### src/rtl/clk_div_prog.sv
// Runtime-programmable clock divider / clock-enable generator with shadowed divisor/mode updates.
// Updates are committed only at a period boundary, so clk_out never glitches; registered outputs.
module clk_div_prog #(
  parameter int unsigned CNT_W      = 8,
  parameter int unsigned DIV_RESET  = 4,
  parameter logic        MODE_RESET = 1'b0
) (
  input  logic             clk,
  input  logic             rst_n,
  input  logic             en,
  input  logic             load,
  input  logic [CNT_W-1:0] div_in,
  input  logic             mode_in,
  output logic             load_ack,
  output logic             clk_out,
  output logic             tick,
  output logic [CNT_W-1:0] cnt
);

  localparam logic [1:0] ST_STOP = 2'd0;
  localparam logic [1:0] ST_RUN  = 2'd1;
  localparam logic [1:0] ST_PEND = 2'd2;

  logic [1:0]       state_q, state_d;
  logic [CNT_W-1:0] cnt_q, cnt_d;
  logic [CNT_W-1:0] div_q, div_d;
  logic             mode_q, mode_d;
  logic [CNT_W-1:0] shadow_div_q, shadow_div_d;
  logic             shadow_mode_q, shadow_mode_d;
  logic             clk_out_q, clk_out_d;
  logic             tick_q, tick_d;
  logic             ack_q, ack_d;

  logic             tc;
  logic             is_pend;
  logic             commit;
  logic [CNT_W-1:0] commit_div;
  logic             commit_mode;

  assign tc      = (cnt_q == div_q);
  assign is_pend = (state_q == ST_PEND);

  always_comb begin
    state_d       = state_q;
    cnt_d         = cnt_q;
    div_d         = div_q;
    mode_d        = mode_q;
    shadow_div_d  = shadow_div_q;
    shadow_mode_d = shadow_mode_q;
    clk_out_d     = clk_out_q;
    tick_d        = 1'b0;
    ack_d         = 1'b0;
    commit        = 1'b0;
    commit_div    = shadow_div_q;
    commit_mode   = shadow_mode_q;

    if (!en) begin
      // A pending shadow survives a pause and still waits for a terminal count.
      state_d = is_pend ? ST_PEND : ST_STOP;
      if (mode_q) begin
        clk_out_d = 1'b0;
      end
      if (load) begin
        commit      = 1'b1;
        commit_div  = div_in;
        commit_mode = mode_in;
        state_d     = ST_STOP;
      end
    end else begin
      cnt_d     = tc ? '0 : cnt_q + CNT_W'(1);
      tick_d    = tc;
      clk_out_d = mode_q ? tc : (tc ? ~clk_out_q : clk_out_q);
      state_d   = is_pend ? ST_PEND : ST_RUN;
      if (is_pend && tc) begin
        commit  = 1'b1;
        state_d = ST_RUN;
      end
      if (load) begin
        shadow_div_d  = div_in;
        shadow_mode_d = mode_in;
        state_d       = ST_PEND;
      end
    end

    if (commit) begin
      div_d  = commit_div;
      mode_d = commit_mode;
      cnt_d  = '0;
      ack_d  = 1'b1;
      if (commit_mode != mode_q) begin
        clk_out_d = 1'b0;
      end
    end
  end

  always_ff @(posedge clk or negedge rst_n) begin
    if (!rst_n) begin
      state_q       <= ST_STOP;
      cnt_q         <= '0;
      div_q         <= CNT_W'(DIV_RESET);
      mode_q        <= MODE_RESET;
      shadow_div_q  <= '0;
      shadow_mode_q <= 1'b0;
      clk_out_q     <= 1'b0;
      tick_q        <= 1'b0;
      ack_q         <= 1'b0;
    end else begin
      state_q       <= state_d;
      cnt_q         <= cnt_d;
      div_q         <= div_d;
      mode_q        <= mode_d;
      shadow_div_q  <= shadow_div_d;
      shadow_mode_q <= shadow_mode_d;
      clk_out_q     <= clk_out_d;
      tick_q        <= tick_d;
      ack_q         <= ack_d;
    end
  end

  assign cnt      = cnt_q;
  assign clk_out  = clk_out_q;
  assign tick     = tick_q;
  assign load_ack = ack_q;

endmodule

### config.mk
export PLATFORM = sky130hd
export DESIGN_NAME = clk_div_prog
export DESIGN_NICKNAME = d
export VERILOG_FILES = /design/src/rtl/clk_div_prog.sv
export SDC_FILE = /design/constraint.sdc
export NUM_CORES = 1
export LEC_CHECK = 0
export ABC_AREA = 0
export CAP_MARGIN = 10
export CORE_ASPECT_RATIO = 1.1
export CORE_MARGIN = 2
export CORE_UTILIZATION = 55
export CTS_BUF_LIST = sky130_fd_sc_hd__clkbuf_8
export DETAILED_ROUTE_END_ITERATION = 6
export GPL_TIMING_DRIVEN = 0
export PLACE_DENSITY_LB_ADDON = 0.05
export SLEW_MARGIN = 20
export SYNTH_ARGS = -nofsm -noshare
export SYNTH_HDL_FRONTEND = slang
export SYNTH_SLANG_ARGS = --single-unit
export TNS_END_PERCENT = 20
### constraint.sdc
create_clock -name clk -period 2.51 [get_ports clk]
set_input_delay 0.502 -clock clk [delete_from_list [all_inputs] [get_ports clk]]
set_output_delay 0.502 -clock clk [all_outputs]
set_load 0.01 [all_outputs]
Yosys cells after proc, flatten, opt, wreduce, memory -nomap -nowiden:

Index checks and enable logic that the tools add are counted.

* muxes and demuxes: 24
* $add $sub $neg: 1
* bitwise logic cells: 1
* eq/ne operators: 3
* reductions and logical operators: 2

Operators by type and width (count)
* $mux 8: 5
* $mux 1: 13
* $mux 2: 6
* $add 8x1->8 const B: 1
* $eq 8x8->1: 1
* $eq 2x2->1 const B: 1
* $reduce_bool 2->1: 1
* $logic_and 1x1->1: 1
* $ne 1x1->1: 1
* $not 1->1: 1

* input bits: 13
* word-level logic and storage cells: 40
* output and inout port bits: 11
* bits in registers: 31

Longest topological paths before layout:

* depth in word-level cells: 6
* depth in mapped cells: 7

Worst setup path after synthesis:

OpenSTA, ideal clock, no wires.

* path type: input -> register
* start point: in load
* end point: reg div_q[2]
* data arrival time: 1.490 ns
* stages: 7
* slack: 0.947 ns
* data required time: 2.437 ns
* cell sequence: buf_2 nor2b_1 a21o_1 buf_2 and2_1 buf_2 a21oi_1

* word-level cells in the longest chain between the ends: 2
* elaborated cells on any way between the ends: 4
* classes of those cells: mux (4)

Ends and longest elaborated chain
* start: declaration: RTL line 11 `input logic load,`
* $mux 8 or $mux 1 (tied branches): RTL line 63 `if (load) begin`
* $mux 8 or $mux 1 (tied branches): RTL line 57 `if (!en) begin`
* end signal: assignment: RTL line 100 `div_q <= CNT_W'(DIV_RESET);`
* end signal: assignment: RTL line 110 `div_q <= div_d;`
* end: declaration: RTL line 26 `logic [CNT_W-1:0] div_q, div_d;`

Parallel ways exist; a longest one is shown, timed or not.
A chain may end at the register's enable or synchronous reset.

Worst setup path in the final report:

* start point: reg cnt_q[3] (netlist: cnt[3])
* end point: out cnt[3]

RTL lines
* start: declaration: RTL line 25 `logic [CNT_W-1:0] cnt_q, cnt_d;`
* start signal: assignment: RTL line 109 `cnt_q <= cnt_d;`
* end: declaration: RTL line 17 `output logic [CNT_W-1:0] cnt`

No word-level cell between the ends.

==> results.md <==
| Quantity | Value | Unit |
|:---|:---|:---|
| Worst clock skew | 0.00382 | ns |
| Number of antenna violations at the first check in global routing | 0 | - |
| Via count of the first global-routing pass | 1,153 | - |
| Number of cells produced by synthesis | 139 | - |
| Post-Layout Inst Area | 1880 | um2 |
| Unique masters post-synth | 36 | - |
| Minimum period implied by the final worst setup slack | 1.84 | ns |
| Post-Syn Nets | 153 | - |
| Largest cells by area after synthesis | dfrtp_1 (50%), a21oi_1 (7.0%), mux2_2 (6.7%) | - |
| EDFF count, synth | 0 | - |
| Total congestion overflow | 0 | - |
| Post-CTS setup-driven buffer insertion count | 0 | - |
| Half-perimeter wire length after detailed placement | 2040 | um |
| CTS buffer count | 5 | - |
| First-pass GRT wire length | 5130 | um |
| Arrival time at the worst endpoint | 1.34 | ns |
| Final worst path period share | 73.3 | % |
| Post-layout net count | 182 | - |
| Leakage dissipation | 0.797 | nW |
| WP buf/inv | 1 | - |
| Kind of cell adding the most delay to the critical path | buffers and inverters | - |
| Warnings from Yosys | 0 | - |
| Power density relative to cell area | 732 | nW/um2 |
| Critical path, cell by cell | clkdlybuf4s50_1 | - |
| Type of origin of the critical path | flip-flop | - |
| Post-DRT Antenna Nets | 0 | - |
| CP max-delay cell | clkdlybuf4s50_1 | - |
| Clock root buffer | clkbuf_8 | - |
| Final-report max-slew violation count | 0 | - |
| Total of hold buffers inserted after clock tree synthesis | 0 | - |
| N_diodes | 0 | - |
| Overall via count from detail_route | 1,165 | - |
| Power after layout | 0.00137 | W |
| Count of instances resized after the clock tree is built | 0 | - |
| Post-route worst setup slack | 0.670 | ns |
| Peak supply drop | 0.550 | mV |
| Mapped Area | 1510 | um2 |
| Setup-failing EPs final | 0 | - |
| Cell accounting for the most synthesized area | dfrtp_1 | - |
| Top-count cell post-synth | dfrtp_1 | - |
| Maximum number of pins on one net before global-route repair | 32 | - |
| Mean cell area of the mapped netlist | 10.8 | um2 |
| Pre-CTS setup slack | 0.434 | ns |
| Area after DPL | 1760 | um2 |
| Initial core utilization | 59.2 | % |
| GRT Util Overall | 22.8 | % |
| Fraction of synthesized cell area taken by the top area cell type | 49.9 | % |
| Maximum clock frequency | 544 | MHz |
| Total count of hold-check failures in the final report | 0 | - |
| Routed wirelength normalized by instance count | 15.0 | um |
| Critical path's largest stage delay | 0.59 | ns |
| Commonest cells post-synth | dfrtp_1 (30), a21oi_1 (21), mux2_2 (9) | - |
| Die extent in y | 58.9 | um |
| Sequential cell area fraction in the yosys report | 51.6 | % |
| Type of the worst setup path | flip-flop to output port | - |
| Summed negative setup slack over all endpoints | 0 | ns |
| Drc violations | 0 | - |
| Top-level I/O count | 24 | - |
| Highest net fanout along the worst path | 6 | - |
| Unrepaired setup endpoints after global routing | no | - |
| Share of final-layout standard cells stronger than drive strength 1 | 16.0 | % |
| Number of search-and-repair iterations in the first detailed-routing pass | 4 | - |
| Core region area | 2540 | um2 |
| Max-cap viol count | 0 | - |
| Relative max-transition margin | 54.9 | % |
| Worst-case clock buffer depth | 2 | - |
| Final Util | 73.8 | % |
| Area growth from synthesis to layout | 24.7 | % |
| Worst min-delay path category | input pin to async pin | - |
| Insertion delay of the later-clocked pin in the worst-skew pair | 0.28 | ns |
| Count of standard-cell rows | 19 | - |
| Final routed wirelength across all metal layers | 3010 | um |
| Actual slew at the worst max-slew pin | 0.676 | ns |
| Main synth FF type | dfrtp_1 | - |
| Status | complete, no violations | - |
| Chip Width | 53.9 | um |
| Flop and latch count out of synthesis | 31 | - |
| Die area | 3170 | um2 |
| Detail-routed via count per cell | 5.83 | - |
| Share of synthesized flip-flops with an asynchronous set or reset | 100 | % |
| Kind of end point of the critical path | output port | - |
| Required time at the endpoint of the critical path | 2.01 | ns |
| First DRT Iteration DRCs | 33 | - |
| Weighted congestion at the end of routability-driven global placement | 0.799 | - |
| H-tree depth | 2 | - |
| CTS sink cnt | 31 | - |
| Clock-pin slew reported for the worst setup and hold paths after clock tree synthesis | 0.06 | ns |
| Total of buffers placed on input and output ports | 22 | - |
| Clock tree from TritonCTS | built | - |
[state kept, by name, indices dropped and copies added (netlist names)]
register       flops
cnt                8
div_q              8
shadow_div_q       8
state_q            2
clk_out            1
load_ack           1
mode_q             1
shadow_mode_q      1
tick               1
[metrics by stage]
stage,hold WS (ns),std cells
3_3_place_gp,0.442,192
2_1_floorplan,0.206,139
6_report,0.262,200
4_1_cts,0.273,200
5_1_grt,0.310,200
3_5_place_dp,0.461,192
[where the power goes]
| part | internal [W] | switching [W] | total [W] |
|---|---|---|---|
| clock | 0.000321 | 0.000175 | 0.000495 |
| sequential | 0.000575 | 0.0000625 | 0.000637 |
| combinational | 0.000131 | 0.000109 | 0.000240 |
[cells in the final DEF (no fill, tap or decap), types with 2 or more instances in the layout]
cell type / n
mux2i_1: 8
o21ai_1: 2
o21ai_0: 3
a31oi_1: 3
a211o_1: 2
or3_1: 2
a21oi_1: 21
nor2b_1: 3
dfrtp_1: 30
nor2_1: 4
inv_1: 6
xnor2_1: 8
nand4_1: 3
nand2_1: 5
clkbuf_8: 6
buf_2: 8
nand3_1: 3
a21o_1: 2
clkdlybuf4s50_1: 21
mux2_2: 9
[final timing paths]
kind	startpoint	to	slack, ns	cells past startpoint
max	cnt[3]$_DFFE_PN0P_	cnt[3]	0.67	1
min	rst_n	cnt[2]$_DFFE_PN0P_	0.26	1
max reg2reg	div_q[2]$_DFFE_PN1P_	div_q[1]$_DFFE_PN0P_	0.84	7
min reg2reg	state_q[0]$_DFF_PN0_	state_q[1]$_DFF_PN0_	0.46	1
max in group asynchronous	rst_n	div_q[3]$_DFFE_PN0P_	1.81	1
min in group clk	state_q[0]$_DFF_PN0_	state_q[1]$_DFF_PN0_	0.46	1
[layout make-up]
type                            instances  area [um2]
Sequential cell                        31         777
Buffer                                  8        46.3
Multi-Input combinational cell         94         659
Tap cell                               31        38.8
Fill cell                             180         667
Timing Repair Buffer                   22         215
Clock buffer                            6        82.6
Clock inverter                          2        35.0
Inverter                                6        22.5
[metal layers]
metal | GRT usage (%) | vias up | part of all wire, %
met5 | 0 | - | 0
met4 | 9.89 | 0 | 1.4
met3 | 6.85 | 4 | 3.4
met2 | 38.5 | 22 | 54
met1 | 26.1 | 578 | 42
li1 | - | 561 | -
[cells by family (layout without fill, tap and decap cells)]
| family | after synthesis | after routing | synth area share, % |
|---|---|---|---|
| simple gates | 27 | 27 | 9.81 |
| buf+inv | 14 | 44 | 4.57 |
| fa+ha+maj | 1 | 1 | 0.831 |
| compound gates | 40 | 40 | 15.9 |
| xor+xnor | 9 | 9 | 5.24 |
| mux | 17 | 17 | 12.1 |
| flops | 31 | 31 | 51.6 |
Note: power is estimated with default switching activity, not from simulation.
==> variant 1 (same flow settings) <==
`MODE_RESET`: 1'b0 -> 1'b1.
--- a/src/rtl/clk_div_prog.sv
+++ b/src/rtl/clk_div_prog.sv
@@ -3,7 +3,7 @@
 module clk_div_prog #(
   parameter int unsigned CNT_W      = 8,
   parameter int unsigned DIV_RESET  = 4,
-  parameter logic        MODE_RESET = 1'b0
+  parameter logic        MODE_RESET = 1'b1
 ) (
   input  logic             clk,
   input  logic             rst_n,
Function: changed (Yosys sat finds a counterexample within 10 cycles, from zero or initial values and one cycle with rst_n low).
==> variant 1 against the original RTL <==
- register-to-register slack worse by 40 ps
- cell count unchanged
- via count grew 1.5%
- setup slack got worse by 0.58 ps
- wire length is essentially flat
- global-route usage grew 0.28 points
- hold slack lost 2.6 ps
- synthesized area barely moved
- cell area barely moved
- synthesized cell count stayed put
- total power rose by 0.25%
- sequential cell count is the same
- sequential share of layout area about the same
- critical endpoint unchanged
==> variant 1: results (changes against the original RTL) <==
Status -> complete, no violations (unchanged)
Int Power -> 1.03 mW (about the same)
Nets@finish -> 182 (unchanged)
Post-placement cell area -> 0.00176 mm^2 (about the same)
Post-CTS setup buffers -> 0 (unchanged)
Synth area leaders -> dfrtp_1, a21oi_1, mux2_2 (unchanged)
Post-Place Cells -> 192 (unchanged)
H-tree levels -> 2 (unchanged)
DR vias -> 1,182 (was 1,165)
Via/cell ratio -> 5.91 (was 5.83)
Leakage power -> 0.797 nW (about the same)
Largest net degree at the start of global routing -> 32 (unchanged)
Ys async rst share -> 100% (unchanged)
CTS Root Cell -> clkbuf_8 (unchanged)
Layout cells sized above 1 -> 16.6% (was 16.0%)
Antenna violations before repair -> 0 (unchanged)
Avg Inst Size Synth -> 10.8 um^2 (about the same)
Setup slack, reg-to-reg -> 800 ps (was 840 ps)
Hold WS -> 259 ps (was 262 ps)
Number of global-route vias before repair -> 1,185 (was 1,153)
CTS buffer count -> 5 (unchanged)
Met3 usage in global routing -> 7.61% (was 6.85%)
Resize count post-CTS -> 0 (unchanged)
DP HPWL -> 1.99 mm (was 2.04 mm)
First-pass GRT wire length -> 5.21 mm (was 5.13 mm)
Fill cells -> 188 (was 180)
Setup ws final -> 670 ps (about the same)
Tot GR Track Use -> 23.1% (was 22.8%)
Ys flop type -> dfrtp_1 (unchanged)
Clock-pin slew on the worst setup and hold paths -> 60 ps (about the same)
Initial DRC count -> 23 (was 33)
Routability cong. -> 0.799 (about the same)
DRT Pass-1 Iters -> 4 (unchanged)
Sequential-to-total area share from yosys stat -> 51.7% (was 51.6%)
Worst clock skew -> 2.87 ps (was 3.82 ps)
DP Worst Slack -> 457 ps (was 434 ps)
Synth cell count leaders -> dfrtp_1, a21oi_1, mux2_2 (unchanged)
Initial Util -> 59.2% (about the same)
Rel. slew slack -> 55.4% (was 54.9%)
CP max stage cell -> clkdlybuf4s50_1 (unchanged)
Peak VDD IR -> 0.573 mV (was 0.550 mV)
Wire per inst -> 15.0 um (about the same)
Worst hold-check path type -> in -> async (unchanged)
M2 GR Usage -> 36.9% (was 38.5%)
Grt met1 use -> 27.2% (was 26.1%)
==> variant 1: cell types whose count changed in the layout (fill, tap and decap cells not counted), sizes merged <==
| cell | unedited run | this run |
|---|---|---|
| dfrtp | 30 | 29 |
| dfstp | 1 | 2 |
==> variant 1: final timing paths <==
check                                start          to  cells after the start
worst min-delay path                 rst_n      cnt[4]                      1
worst max-delay path                cnt[3]      cnt[3]                      1
max in group asynchronous            rst_n    div_q[3]                      1
min in group clk                state_q[0]  state_q[1]                      1
worst max register to register    div_q[2]    div_q[1]                      7
worst min register to register  state_q[0]  state_q[1]                      1
==> variant 1: kinds of logic after synthesis <==
kind of cell | after synthesis | share of synthesized area, %
DFF | 31 | 51.7
AOI/OAI and AO/OA | 40 | 15.9
xor gates and xnor gates | 9 | 5.23
buffers and inverters | 14 | 4.57
muxes | 17 | 12.0
and+or+nand+nor | 27 | 9.80
adders and majority gates | 1 | 0.830
==> variant 1: layout make-up <==
class	instances	area (um^2)	share of cell area, %
flip-flops and latches	31	778	41.4
clock inverters	2	35.0	1.87
multi-input cells	94	659	35.1
repair buffers	22	215	11.5
inverters	6	22.5	1.20
plain buffers	8	46.3	2.47
well taps	31	38.8	2.07
clock buffers	6	82.6	4.40
==> variant 1: power by group through the flow <==
| stage | sequential (mW) | clock, mW | combinational (mW) |
|---|---|---|---|
| 6_report | 0.640 | 0.495 | 0.240 |
| 5_1_grt | 0.649 | 0.537 | 0.269 |
| 3_3_place_gp | 0.644 | 0 | 0.230 |
| 3_5_place_dp | 0.647 | 0 | 0.237 |
| 2_1_floorplan | 0.639 | 0 | 0.153 |
| 4_1_cts | 0.640 | 0.504 | 0.244 |
==> variant 1: routing by layer <==
metal,vias up,routed length (um)
li1,561,-
met1,591,1300
met2,26,1550
met3,4,114
met4,0,35
met5,-,0
==> variant 2 (same settings) <==
Without the edit above. Make the reset (`rst_n`) synchronous in one clocked block.
--- a/src/rtl/clk_div_prog.sv
+++ b/src/rtl/clk_div_prog.sv
@@ -93,7 +93,7 @@
     end
   end
 
-  always_ff @(posedge clk or negedge rst_n) begin
+  always_ff @(posedge clk) begin
     if (!rst_n) begin
       state_q       <= ST_STOP;
       cnt_q         <= '0;
Check against the original RTL: differs if rst_n is asserted again (counterexample within 4 cycles, from zero or initial values and one cycle with rst_n low); with rst_n held inactive, the same outputs for 10 cycles.
==> variant 2 against the original RTL <==
- setup slack about the same
- sequential cell count unchanged
- hold slack better by 190 ps
- register-to-register slack worse by 30 ps
- synthesized area decreased by 9.1%
- clock skew is 3.4 ps higher
- wire length down 7.5%
- global-route usage fell by 0.80 points
- non-clock buffer count increased by 1
- synthesized cell count grew 11%
- cell area down 8.5%
Power is not compared: it rests on default switching activity, and its combinational part moved more than twofold at a synthesized area within 25%.
==> variant 2: results (changes against the original RTL) <==
Hold EP -> shadow_div_q[7]
Longest Clk Path Bufs -> 2 (unchanged)
Synth warn -> 0 (unchanged)
Hold WS -> 456 ps (was 262 ps)
DP Worst Slack -> 412 ps (was 434 ps)
Setup TNS -> 0 ps (unchanged)
Layout cells sized above 1 -> 5.95% (was 16.0%)
CP Data Arrival Time -> 1980 ps (was 1340 ps)
Synth area leaders -> dfxtp_1, xor2_1, a21oi_1 (was dfrtp_1, a21oi_1, mux2_2)
Clk_lat worst skew -> 280 ps (about the same)
Number of global-route vias before repair -> 1,111 (was 1,153)
Worst-margin pin slew -> 486 ps (was 676 ps)
Drt total wl -> 2.78 mm (was 3.01 mm)
Cell count after synthesis -> 154 (was 139)
Tot GR Track Use -> 22.0% (was 22.8%)
Status -> complete, no violations (unchanged)
Worst R2R Start -> cnt[3] (was div_q[2])
Largest net degree at the start of global routing -> 11 (was 32)
First-pass GRT wire length -> 4.75 mm (was 5.13 mm)
R2R depth -> 6 (was 7)
Peak VDD IR -> 0.574 mV
Worst hold-check path type -> reg -> reg (was in -> async)
Setup slack, reg-to-reg -> 810 ps (was 840 ps)
Critical Path Sink Type -> flop (was primary output)
Critical Path Start -> en (was cnt[3])
Synth cell count leaders -> dfxtp_1, nand2_1, a21oi_1 (was dfrtp_1, a21oi_1, mux2_2)
Initial DRC count -> 19 (was 33)
Max stage delay on crit path -> 480 ps (was 590 ps)
Clock-pin slew on the worst setup and hold paths -> 60 ps (about the same)
Nets@finish -> 198 (was 182)
PortBufs -> 23 (was 22)
R2r endpoint -> div_q[1] (unchanged)
Post-Place Cells -> 207 (was 192)
Depth of the worst hold-timing path -> 2
# diodes -> 0 (unchanged)
Yosys cell types -> 28 (was 36)
Post-placement cell area -> 0.00164 mm^2 (was 0.00176 mm^2)
CTS Root Cell -> clkbuf_8 (unchanged)
Routability cong. -> 0.810 (was 0.799)
Crit Path Max Fanout -> 10 (was 6)
Via/cell ratio -> 5.26 (was 5.83)
Sequential-to-total area share from yosys stat -> 45.4% (was 51.6%)
Top delay family on crit path -> buffers and inverters (unchanged)
Post-CTS setup buffers -> 0 (unchanged)
Leakage power -> 0.717 nW
Fmax -> 544 MHz (about the same)
Ys async rst share -> 0% (was 100%)
DP HPWL -> 1.98 mm (was 2.04 mm)
Non-filler cells in the finished layout -> 215 (was 200)
Hold Path Origin -> shadow_div_q[7]
Syn nets -> 168 (was 153)
Antenna violations before repair -> 0 (unchanged)
Worst clock skew -> 7.18 ps (was 3.82 ps)
Ys flop type -> dfxtp_1 (was dfrtp_1)
variant 2: layout make-up:
cell class                 count  area, um^2
sequential                    31         621
buffer                         8        42.5
tap                           30        37.5
clock inverter                 3        12.5
multi-input combinational    112         693
clock buffer                   5        68.8
timing repair buffer          23         230
inverter                       3        11.3
fill                         199         581
variant 2: layer usage:
layer / track usage [%] / up-vias / part of all wire [%]
li1: - / 584 / -
met1: 26.2 / 510 / 44
met2: 36.4 / 29 / 49
met3: 6.38 / 8 / 4.3
met4: 9.02 / 0 / 2.3
met5: 0 / - / 0
variant 2: cells by family after synthesis:
group / count (synthesis) / synth area share, %
AO/OA/AOI/OAI: 30 / 12.9
XOR/XNOR: 17 / 10.9
adder cells (fa/ha/maj): 1 / 0.915
buffers and inverters: 11 / 3.93
flip-flops: 31 / 45.4
multiplexers: 9 / 6.59
AND/OR/NAND/NOR: 55 / 19.4
variant 2: power breakdown:
group	switching, mW	internal [mW]	total, mW
sequential	0.0155	0.514	0.529
clock	0.172	0.186	0.358
combinational	0.0563	0.0550	0.111
